--- config.mk ---
export PLATFORM = sky130hd
export DESIGN_NAME = stopwatch_btn_ctrl
export DESIGN_NICKNAME = d
export VERILOG_FILES = /design/src/rtl/stopwatch_btn_ctrl.sv
export SDC_FILE = /design/constraint.sdc
export NUM_CORES = 1
export LEC_CHECK = 0
export ABC_AREA = 0
export CELL_PAD_IN_SITES_DETAIL_PLACEMENT = 0
export CELL_PAD_IN_SITES_GLOBAL_PLACEMENT = 1
export CORE_MARGIN = 8
export CORE_UTILIZATION = 50
export CTS_CLUSTER_SIZE = 30
export DETAILED_ROUTE_END_ITERATION = 7
export PLACE_DENSITY = 0.88
export SYNTH_ARGS = -nofsm -noshare
export SYNTH_HDL_FRONTEND = slang
export SYNTH_SLANG_ARGS = --single-unit
--- constraint.sdc ---
create_clock -name clk -period 2.8 [get_ports clk]
set_input_delay 0.42 -clock clk [delete_from_list [all_inputs] [get_ports clk]]
set_output_delay 0.42 -clock clk [all_outputs]
set_load 0.02 [all_outputs]
--- src/rtl/stopwatch_btn_ctrl.sv ---
// stopwatch_btn_ctrl
//
// Input-conditioning stage in front of the stopwatch/clock core. Each raw
// button and switch is synchronised with two flops and debounced. The
// debounced buttons drive a two-state PAUSED/RUNNING machine. The machine
// produces a start/stop level and one-cycle reset/set request pulses. The
// debounced switches are re-registered and passed straight through.
//
// Optional feature, macro BTN_LONGPRESS_EN:
//   When defined, start/stop acts on the release of btn_ss. Holding btn_ss for
//   LONG_CYCLES debounced cycles issues a reset0 pulse and forces PAUSED. The
//   release that follows a long press is ignored.
//   When undefined, start/stop acts on the press and LONG_CYCLES is unused.
//
// Parameters:
//   DEBOUNCE_CYCLES  consecutive synchronised samples needed to accept a new
//                    level (>= 1)
//   LONG_CYCLES      long-press hold length (> DEBOUNCE_CYCLES)
//
// Ports:
//   clk      in   system clock, rising edge
//   reset    in   asynchronous reset, active low
//   btn_ss   in   raw start/stop button (1 = pressed)
//   btn_rst  in   raw reset button (1 = pressed)
//   btn_set  in   raw set button (1 = pressed)
//   sw_mood  in   raw mode switch (0 = stopwatch, 1 = time)
//   sw_ctrl  in   raw direction switch (0 = up, 1 = down)
//   pause1   out  1 = PAUSED, 0 = RUNNING; this is the FSM state register
//   reset0   out  one-cycle reset request
//   set      out  one-cycle load request, only issued while PAUSED
//   mood     out  debounced sw_mood, registered
//   ctrl0    out  debounced sw_ctrl, registered
module stopwatch_btn_ctrl #(
    parameter int DEBOUNCE_CYCLES = 4,
    parameter int LONG_CYCLES     = 16
) (
    input  logic clk,
    input  logic reset,
    input  logic btn_ss,
    input  logic btn_rst,
    input  logic btn_set,
    input  logic sw_mood,
    input  logic sw_ctrl,
    output logic pause1,
    output logic reset0,
    output logic set,
    output logic mood,
    output logic ctrl0
);

    localparam int N_IN = 5;
    localparam int CW   = $clog2(DEBOUNCE_CYCLES + 1);

    // Bit order: 0 btn_ss, 1 btn_rst, 2 btn_set, 3 sw_mood, 4 sw_ctrl
    logic [N_IN-1:0] raw;
    logic [N_IN-1:0] sync1;
    logic [N_IN-1:0] sync2;
    logic [N_IN-1:0] stable;
    logic [2:0]      stable_d;   // previous debounced level, buttons only
    logic [CW-1:0]   cnt [N_IN];

    assign raw = {sw_ctrl, sw_mood, btn_set, btn_rst, btn_ss};

    // Marker block that exists only for an illegal parameter combination, so
    // the mistake is visible in the elaborated hierarchy.
    if (DEBOUNCE_CYCLES < 1 || LONG_CYCLES <= DEBOUNCE_CYCLES) begin : g_bad_params
    end

    always_ff @(posedge clk or negedge reset) begin
        if (!reset) begin
            sync1    <= '0;
            sync2    <= '0;
            stable_d <= '0;
        end else begin
            sync1    <= raw;
            sync2    <= sync1;
            stable_d <= stable[2:0];
        end
    end

    // The counter holds the number of differing samples seen so far. On the
    // sample that would make it DEBOUNCE_CYCLES the level flips instead, so
    // the count never wraps.
    always_ff @(posedge clk or negedge reset) begin
        if (!reset) begin
            stable <= '0;
            for (int i = 0; i < N_IN; i++) cnt[i] <= '0;
        end else begin
            for (int i = 0; i < N_IN; i++) begin
                if (sync2[i] == stable[i]) begin
                    cnt[i] <= '0;
                end else if (cnt[i] == CW'(DEBOUNCE_CYCLES - 1)) begin
                    stable[i] <= sync2[i];
                    cnt[i]    <= '0;
                end else begin
                    cnt[i] <= cnt[i] + CW'(1);
                end
            end
        end
    end

    logic [2:0] press_ev;
    logic       rst_ev;
    logic       set_ev;
    logic       ss_ev;
    logic       long_ev;

    assign press_ev = stable[2:0] & ~stable_d;
    assign rst_ev   = press_ev[1];
    assign set_ev   = press_ev[2];

`ifdef BTN_LONGPRESS_EN
    localparam int HW = $clog2(LONG_CYCLES + 1);

    // Counts debounced cycles of btn_ss held high, saturating at LONG_CYCLES.
    // It still holds the full count during the release cycle, so the release
    // can tell a short press from a long one.
    logic [HW-1:0] hold_cnt;

    always_ff @(posedge clk or negedge reset) begin
        if (!reset) begin
            hold_cnt <= '0;
        end else if (!stable[0]) begin
            hold_cnt <= '0;
        end else if (hold_cnt != HW'(LONG_CYCLES)) begin
            hold_cnt <= hold_cnt + HW'(1);
        end
    end

    assign long_ev = stable[0] && (hold_cnt == HW'(LONG_CYCLES - 1));
    assign ss_ev   = !stable[0] && stable_d[0] && (hold_cnt < HW'(LONG_CYCLES));
`else
    assign long_ev = 1'b0;
    assign ss_ev   = press_ev[0];
`endif

    typedef enum logic {
        RUNNING = 1'b0,
        PAUSED  = 1'b1
    } state_t;

    state_t state;

    assign pause1 = (state == PAUSED);

    // Reset beats start/stop, and start/stop beats set. Set is judged against
    // the state held before any toggle in the same cycle.
    always_ff @(posedge clk or negedge reset) begin
        if (!reset) begin
            state  <= PAUSED;
            reset0 <= 1'b0;
            set    <= 1'b0;
            mood   <= 1'b0;
            ctrl0  <= 1'b0;
        end else begin
            reset0 <= rst_ev || long_ev;
            set    <= set_ev && (state == PAUSED) && !(rst_ev || long_ev);
            mood   <= stable[3];
            ctrl0  <= stable[4];
            if (rst_ev || long_ev) begin
                state <= PAUSED;
            end else if (ss_ev) begin
                state <= (state == PAUSED) ? RUNNING : PAUSED;
            end
        end
    end

endmodule

======== Yosys cells after proc, flatten, opt, wreduce, memory -nomap -nowiden ========
Index checks and enable logic that the tools add are counted.
W data, S select, Z words.
operators by class
  add/subtract/negate cells ............... 5
  eq/ne operators ......................... 10
  multiplexer cells ....................... 13
  bitwise logic cells ..................... 7
  reduce and logical (&&, ||, !) cells .... 9
operators by type and width
  operator               count
  $mux W3                10
  $add A3 B1 Y3 const B  5
  $eq A3 B2 Y1 const B   5
  $reduce_and A2 Y1      5
  $eq A1 B1 Y1           5
  $not A1 Y1             5
  $and A3 B3 Y3          1
  $mux W1                3
  $not A3 Y3             1
  $logic_and A1 B1 Y1    2
  $reduce_bool A2 Y1     1
  $logic_not A1 Y1       1
storage, ports and cells
  bits in registers ....................... 38
  input bits .............................. 7
  logic and storage cells ................. 62

======== Logic depth before layout (Yosys ltp) ========
Gate-level depths: netlist (run 1).
  depth after elaboration ................. 4
  depth in mapped cells ................... 3

======== Worst setup path after synthesis (run 1) ========
No wires, ideal clock.
  kind .................................... reg2reg
  start ................................... reg cnt[9] (netlist bit)
  end ..................................... reg stable[1]
  arrival time ............................ 0.965 ns
  slack ................................... 1.710 ns
  stages on the path, launching flop included .. 4
  path buffers ............................ 0
  period minus slack after synthesis ...... 1.090 ns
  cells stage by stage .................... dfrtp_1 ha_1 nor2b_4 mux2_2
between the ends
  cells in the longest elaborated chain, start to end .. 2
ends and longest elaborated chain
  item                                line  source
  from (decl)                         60    logic [CW-1:0] cnt [N_IN];
  from (signal, indexed assignment)   96    cnt[i] <= cnt[i] + CW'(1);
  $eq A3 B2 Y1                        92    end else if (cnt[i] == CW'(DEBOUNCE_CYCLES - 1)) begin
  $reduce_and A2 Y1 (no source line)  -
  to (signal, indexed assignment)     93    stable[i] <= sync2[i];
  to (decl)                           58    logic [N_IN-1:0] stable;
No other way between the ends.
A chain may end at the register's enable or synchronous reset.

======== Worst setup path in the final report (run 1) ========
  start ................................... reg state (netlist: pause1)
  end ..................................... out pause1
RTL lines
  item                    line  source
  from (decl)             142   state_t state;
  from (signal assigned)  163   state <= (state == PAUSED) ? RUNNING : PAUSED;
  to (decl)               44    output logic pause1,
No word-level cell between the ends.

==> results by group, run 1 <==
Worst setup path
  • Worst Setup End Kind: primary output
  • Max FO, Critical Path: 3
  • Worst R2R Setup Slack: 1.63 ns
  • CP Cell Sequence: clkdlybuf4s50_1
  • Critical path's largest stage delay: 0.60 ns
  • Critical Path RT: 2.38 ns
  • Slowest cell on crit path: clkdlybuf4s50_1
  • Crit path max-delay family: buffers and inverters
  • Buf+Inv Stages, Crit Path: 1
  • Worst setup path class: reg -> out
  • CP arrival: 1.48 ns
  • CP Launch Type: register

GRT
  • Met3 Use GR: 0.0596
  • Antenna violations before repair: 0
  • Largest net degree at the start of global routing: 39
  • Grt peak-use layer: met2
  • Congestion Overflow GR: 0
  • M2 GR Usage: 0.125
  • Number of global-route vias before repair: 656
  • Tot GR Track Use: 0.0913
  • First-pass GRT wire length: 2900 um
  • Met1 Use GR: 0.101

Drt
  • Number of DRC markers in iteration 0: 6
  • Drt first pass iters: 2
  • Antenna Nets Post-Route: 0
  • Remaining DRCs: 0
  • Routed via count: 618
  • WL final: 1660 um
  • Via-to-Cell Ratio: 4.83
  • WL per Instance: 13.0 um

STA
  • Worst slew pin tran: 0.783 ns
  • RSZ-0062 raised after global routing: false
  • Final setup margin: 0.897 ns
  • Fmax: 0.526 GHz
  • Period utilization: 0.680
  • Worst rel slew slack: 0.478
  • Final-report hold violation count: 0
  • Tmin final: 1.90 ns
  • Max-slew violation count: 0
  • Setup TNS: 0 ns
  • Fin Clk Skew: 0.00687 ns
  • Hold_ws: 0.164 ns
  • Setup violators final: 0

Clocking
  • H-tree depth: 2
  • CTS buffer count: 5
  • # hold bufs at CTS: 0
  • Cts repair resizes: 0
  • Sink Count: 38
  • CTS tree: built
  • CTS Buffer Depth: 2
  • Worst-path clk slew: 0.10 ns
  • Postcts setup bufs: 0
  • Clock Tree Root: clkbuf_4
  • Worst skew pair latency: 0.33 ns

Pwr
  • Sequential share of power: 0.539
  • Sw frac: 0.281
  • Power Dens Cells: 963 nW/um^2
  • Clock share of power: 0.190
  • VDD IR max: 0.600 mV
  • Leakage: 0.683 nW
  • Switch Pwr: 0.000413 W
  • P_int: 0.00106 W
  • Combinational share of power: 0.271

Placement
  • HPWL Detailed: 1200 um
  • Placed cells: 120
  • GPL Wtd Cong: 0.664
  • Number of I/O port buffers: 11
  • DP Worst Slack: 1.25 ns

Synthesis
  • Number of distinct library cells after synthesis: 12
  • Synth warn: 0
  • Mapped Cells: 79
  • Post-synth EDFFs: 0
  • Avg Synthesized Cell Area: 16.7 sq um
  • Synth async-reset ratio: 1.00
  • Share of the synthesized area in the top cell type: 0.700
  • Top cell type by total area after synthesis: dfrtp_1
  • Synth area leaders: dfrtp_1 (70%), nor2b_4 (5.2%), ha_1 (4.7%), mux2_2 (4.3%), nor3b_1 (4.0%)
  • Most common cell in the synthesized netlist: dfrtp_1
  • Post-synthesis cell area: 1320 sq um
  • Synth Flop Type: dfrtp_1
  • Seq/Total Area, Yosys: 0.720
  • Top cells by count, synth: dfrtp_1 (37), nor3b_1 (7), nor3_1 (6), xnor2_1 (6)
  • Syn Nets: 91
  • #FFs+latches synth: 38

Die
  • Die ar.: 4550 sq um
  • Chip height: 67.4 um
  • Initial Utilization: 0.529
  • I/O pin cnt: 12
  • Core Box Area: 2500 sq um
  • Num rows: 18
  • Chip width: 67.4 um

Outcome
  • Status: completed

Finish
  • Final Core Density: 0.610
  • Share of cells above drive strength 1: 0.194
  • Post-Layout Cell Count: 128
  • Layout area overhead: 15.2%
  • N_diodes: 0
  • # nets final: 109

Flow run
  • Max cap viols: 0

Hold path
  • Min-delay worst type: in -> async
[layer usage]
metal | wire length [um] | up-vias
met5 | 0 | -
met4 | 46 | 0
met3 | 114 | 4
met2 | 788 | 14
met1 | 713 | 301
li1 | - | 299
[path summary, 6_finish.rpt]
check	startpoint	to	depth (start not counted)
setup / recovery	pause1	pause1	1
hold / removal	reset	reset0	1
setup reg to reg	cnt[9]	stable[1]	3
hold reg to reg	sync1[2]	sync2[2]	0
max in group asynchronous	reset	sync1[2]	1
min in group clk	sync1[2]	sync2[2]	0
[cells in the final DEF, fill, tap and decap left out]
cell / instances
dfstp_2: 1
clkbuf_4: 5
xnor2_1: 6
clkbuf_8: 1
ha_1: 5
nor3_1: 6
clkbuf_1: 2
dfrtp_1: 37
nand2_1: 1
mux2_2: 5
buf_2: 1
clkdlybuf4s50_1: 10
nor2b_4: 5
nand2b_1: 1
nor2b_1: 4
nor3b_1: 7
nor3b_2: 1
[stage by stage]
stage / total power (W) / cell area [sq um]
2_1_floorplan: 0.00106 / 1320
3_3_place_gp: 0.00118 / 1470
4_1_cts: 0.00150 / 1520
5_1_grt: 0.00158 / 1520
3_5_place_dp: 0.00121 / 1470
6_report: 0.00147 / 1520
[final cells by class]
cell class	count	area, sq um
multi-input combinational	41	370
clock buffer	8	58.8
timing repair buffer	11	105
sequential	38	952
fill	202	976
tap	30	37.5
[power by group through the flow]
stage / clock network, W / logic, W / registers, W
floorplan: 0 / 0.000232 / 0.000832
global placement: 0 / 0.000385 / 0.000797
detailed placement: 0 / 0.000410 / 0.000804
CTS: 0.000295 / 0.000410 / 0.000793
global route: 0.000324 / 0.000444 / 0.000812
finish: 0.000279 / 0.000398 / 0.000791
[state kept, by name, indices dropped and copies added (netlist names)]
| register | flops |
|---|---|
| cnt | 15 |
| ctrl0 | 1 |
| mood | 1 |
| pause1 | 1 |
| reset0 | 1 |
| set | 1 |
| stable | 5 |
| stable_d | 3 |
| sync1 | 5 |
| sync2 | 5 |
[kinds of logic after synthesis]
family / count (synthesis) / share of synthesized area
DFF: 38 / 0.720
and+or+nand+nor: 25 / 0.150
xor gates and xnor gates: 6 / 0.0397
muxes: 5 / 0.0426
adders and majority gates: 5 / 0.0473
Note: power is estimated with default switching activity, not from simulation.
==> run 2: changes to the inputs <==
Settings changed: CORE_UTILIZATION 50 to 46, PLACE_DENSITY 0.88 to 0.82.
Clock period 2.8 ns to 1.8 ns, I/O delays scaled along.
==> run 2 against run 1 <==
Against the previous run:
- power increased by 56%
- clock skew increased by 0.0060 ns
- sequential power increased by 55%
- utilization decreased by 4.0 points
- routed wire length increased by 0.54%
- final cell count increased by 2.3%
- global-route usage decreased by 1.2 points
- worst setup slack got worse by 0.64 ns
- largest power group unchanged
==> results by group, run 2 (synthesis results as in run 1) <==
Finish
  • Layout area overhead: 17.8% (was 15.2%)
  • Most flops, register: cnt (unchanged)
  • Design area: 1560 sq um (was 1520 sq um)
  • # nets final: 111 (was 109)
  • N_diodes: 0 (unchanged)
  • Share of cells above drive strength 1: 0.200 (was 0.194)
  • Max FFs per register: 15 (unchanged)
  • Commonest non-fill, non-tap cell in the layout: dfrtp_1 (unchanged)
  • Final Core Density: 0.570 (was 0.610)
  • Most frequent cells in the layout: dfrtp_1 (37), clkdlybuf4s50_1 (9), nor3b_1 (7) (was dfrtp_1 (37), clkdlybuf4s50_1 (10), nor3b_1 (7))

GRT
  • Antenna violations before repair: 0 (unchanged)
  • Congestion Overflow GR: 0 (unchanged)
  • Grt peak-use layer: met2 (unchanged)
  • Number of global-route vias before repair: 696 (was 656)
  • Largest net degree at the start of global routing: 21 (was 39)
  • M2 GR Usage: 0.116 (was 0.125)
  • Tot GR Track Use: 0.0792 (was 0.0913)
  • Met1 Use GR: 0.0924 (was 0.101)
  • Met3 Use GR: 0.0415 (was 0.0596)
  • First-pass GRT wire length: 3110 um (was 2900 um)

Drt
  • Via-to-Cell Ratio: 4.88 (was 4.83)
  • Remaining DRCs: 0 (unchanged)
  • Antenna Nets Post-Route: 0 (unchanged)
  • Number of DRC markers in iteration 0: 22 (was 6)
  • Routed via count: 639 (was 618)
  • Drt first pass iters: 3 (was 2)
  • WL per Instance: 12.8 um (was 13.0 um)
  • WL final: 1670 um (was 1660 um)

STA
  • Setup TNS: 0 ns (unchanged)
  • Worst rel slew slack: 0.687 (was 0.478)
  • Max-slew violation count: 0 (unchanged)
  • Worst slew pin tran: 0.470 ns (was 0.783 ns)
  • Final-report hold violation count: 0 (unchanged)
  • Hold_ws: 0.346 ns (was 0.164 ns)
  • Period utilization: 0.858
  • Fmax: 0.648 GHz
  • Fin Clk Skew: 0.0129 ns (was 0.00687 ns)
  • RSZ-0062 raised after global routing: false (unchanged)
  • Setup violators final: 0 (unchanged)
  • Tmin final: 1.54 ns

Worst setup path
  • Slowest cell on crit path: clkdlybuf4s50_1 (unchanged)
  • CP arrival: 1.27 ns (was 1.48 ns)
  • CP Cell Sequence: clkdlybuf4s50_1 (unchanged)
  • Critical path's largest stage delay: 0.61 ns (was 0.60 ns)
  • Max FO, Critical Path: 1 (was 3)
  • Critical Path RT: 1.53 ns (was 2.38 ns)
  • CP Launch Type: register (unchanged)
  • Worst setup path class: reg -> out (unchanged)
  • Crit path max-delay family: buffers and inverters (unchanged)
  • Buf+Inv Stages, Crit Path: 1 (unchanged)
  • Worst Setup End Kind: primary output (unchanged)

Clocking
  • CTS tree: built (unchanged)
  • Sink Count: 38 (unchanged)
  • Clock Tree Root: clkbuf_4 (unchanged)
  • CTS Buffer Depth: 2 (unchanged)
  • H-tree depth: 2 (unchanged)
  • Postcts setup bufs: 0 (unchanged)
  • CTS buffer count: 5 (unchanged)
  • Worst skew pair latency: 0.32 ns (was 0.33 ns)
  • Worst-path clk slew: 0.10 ns (about the same)

Die
  • Core Box Area: 2730 sq um (was 2500 sq um)
  • Initial Utilization: 0.484 (was 0.529)
  • Num rows: 19 (was 18)
  • Die ar.: 4850 sq um (was 4550 sq um)
  • Chip width: 69.6 um (was 67.4 um)
  • Chip height: 69.6 um (was 67.4 um)
  • I/O pin cnt: 12 (unchanged)

Outcome
  • Status: completed (unchanged)

Placement
  • HPWL Detailed: 1200 um (about the same)
  • GPL Wtd Cong: 0.692 (was 0.664)
  • DP Area: 1490 sq um (was 1470 sq um)
  • Number of I/O port buffers: 11 (unchanged)

Flow run
  • Max cap viols: 0 (unchanged)

Pwr
  • Leakage: 0.702 nW (was 0.683 nW)
  • VDD IR max: 1.05 mV (was 0.600 mV)
  • Power Dens Cells: 1470 nW/um^2 (was 963 nW/um^2)

Hold path
  • Min-delay worst type: reg -> reg (was in -> async)
==> run 2: through the flow <==
stage / cells / setup slack (ns) / total power [W]
after floorplan: 79 / 0.710 / 0.00166
after global placement: 122 / 0.398 / 0.00186
after detailed placement: 122 / 0.394 / 0.00188
after CTS: 131 / 0.0342 / 0.00233
after global routing: 131 / 0.194 / 0.00245
final: 131 / 0.256 / 0.00229
==> run 2: timing repair <==
action / 4_1_cts / 5_1_grt
hold endpoints to repair: 18 / 0
hold buffers: 1 / 0
endpoints found under the setup margin: 0 / 1
resized for setup: 0 / 1
==> run 2: area by class of cell <==
type                       count  area [sq um]
fill                         213          1180
sequential                    38           952
multi-input combinational     41           370
timing repair buffer          13           138
clock buffer                   8          58.8
tap                           31          38.8
==> run 2: worst paths after layout <==
| check | cells past startpoint | start | to | slack [ns] |
|---|---|---|---|---|
| max | 1 | reset0 | reset0 | 0.26 |
| max reg2reg | 3 | cnt[12] | stable[0] | 0.62 |
| min reg2reg | 0 | sync1[4] | sync2[4] | 0.35 |
| max in group asynchronous | 3 | reset | sync1[2] | 0.92 |
| min in group asynchronous | 2 | reset | cnt[4] | 0.42 |
| min | 0 | sync1[4] | sync2[4] | 0.35 |
==> run 2: per-layer routing <==
| layer | vias up | wire [um] |
|---|---|---|
| met1 | 318 | 791 |
| li1 | 304 | - |
| met5 | - | 0 |
| met4 | 0 | 19 |
| met2 | 15 | 748 |
| met3 | 2 | 112 |
==> run 2: power by group <==
part           internal [W]  total (W)  switching [W]
clock network      0.000193   0.000435       0.000242
registers           0.00110    0.00123       0.000127
logic              0.000346   0.000621       0.000274
total               0.00164    0.00229       0.000643
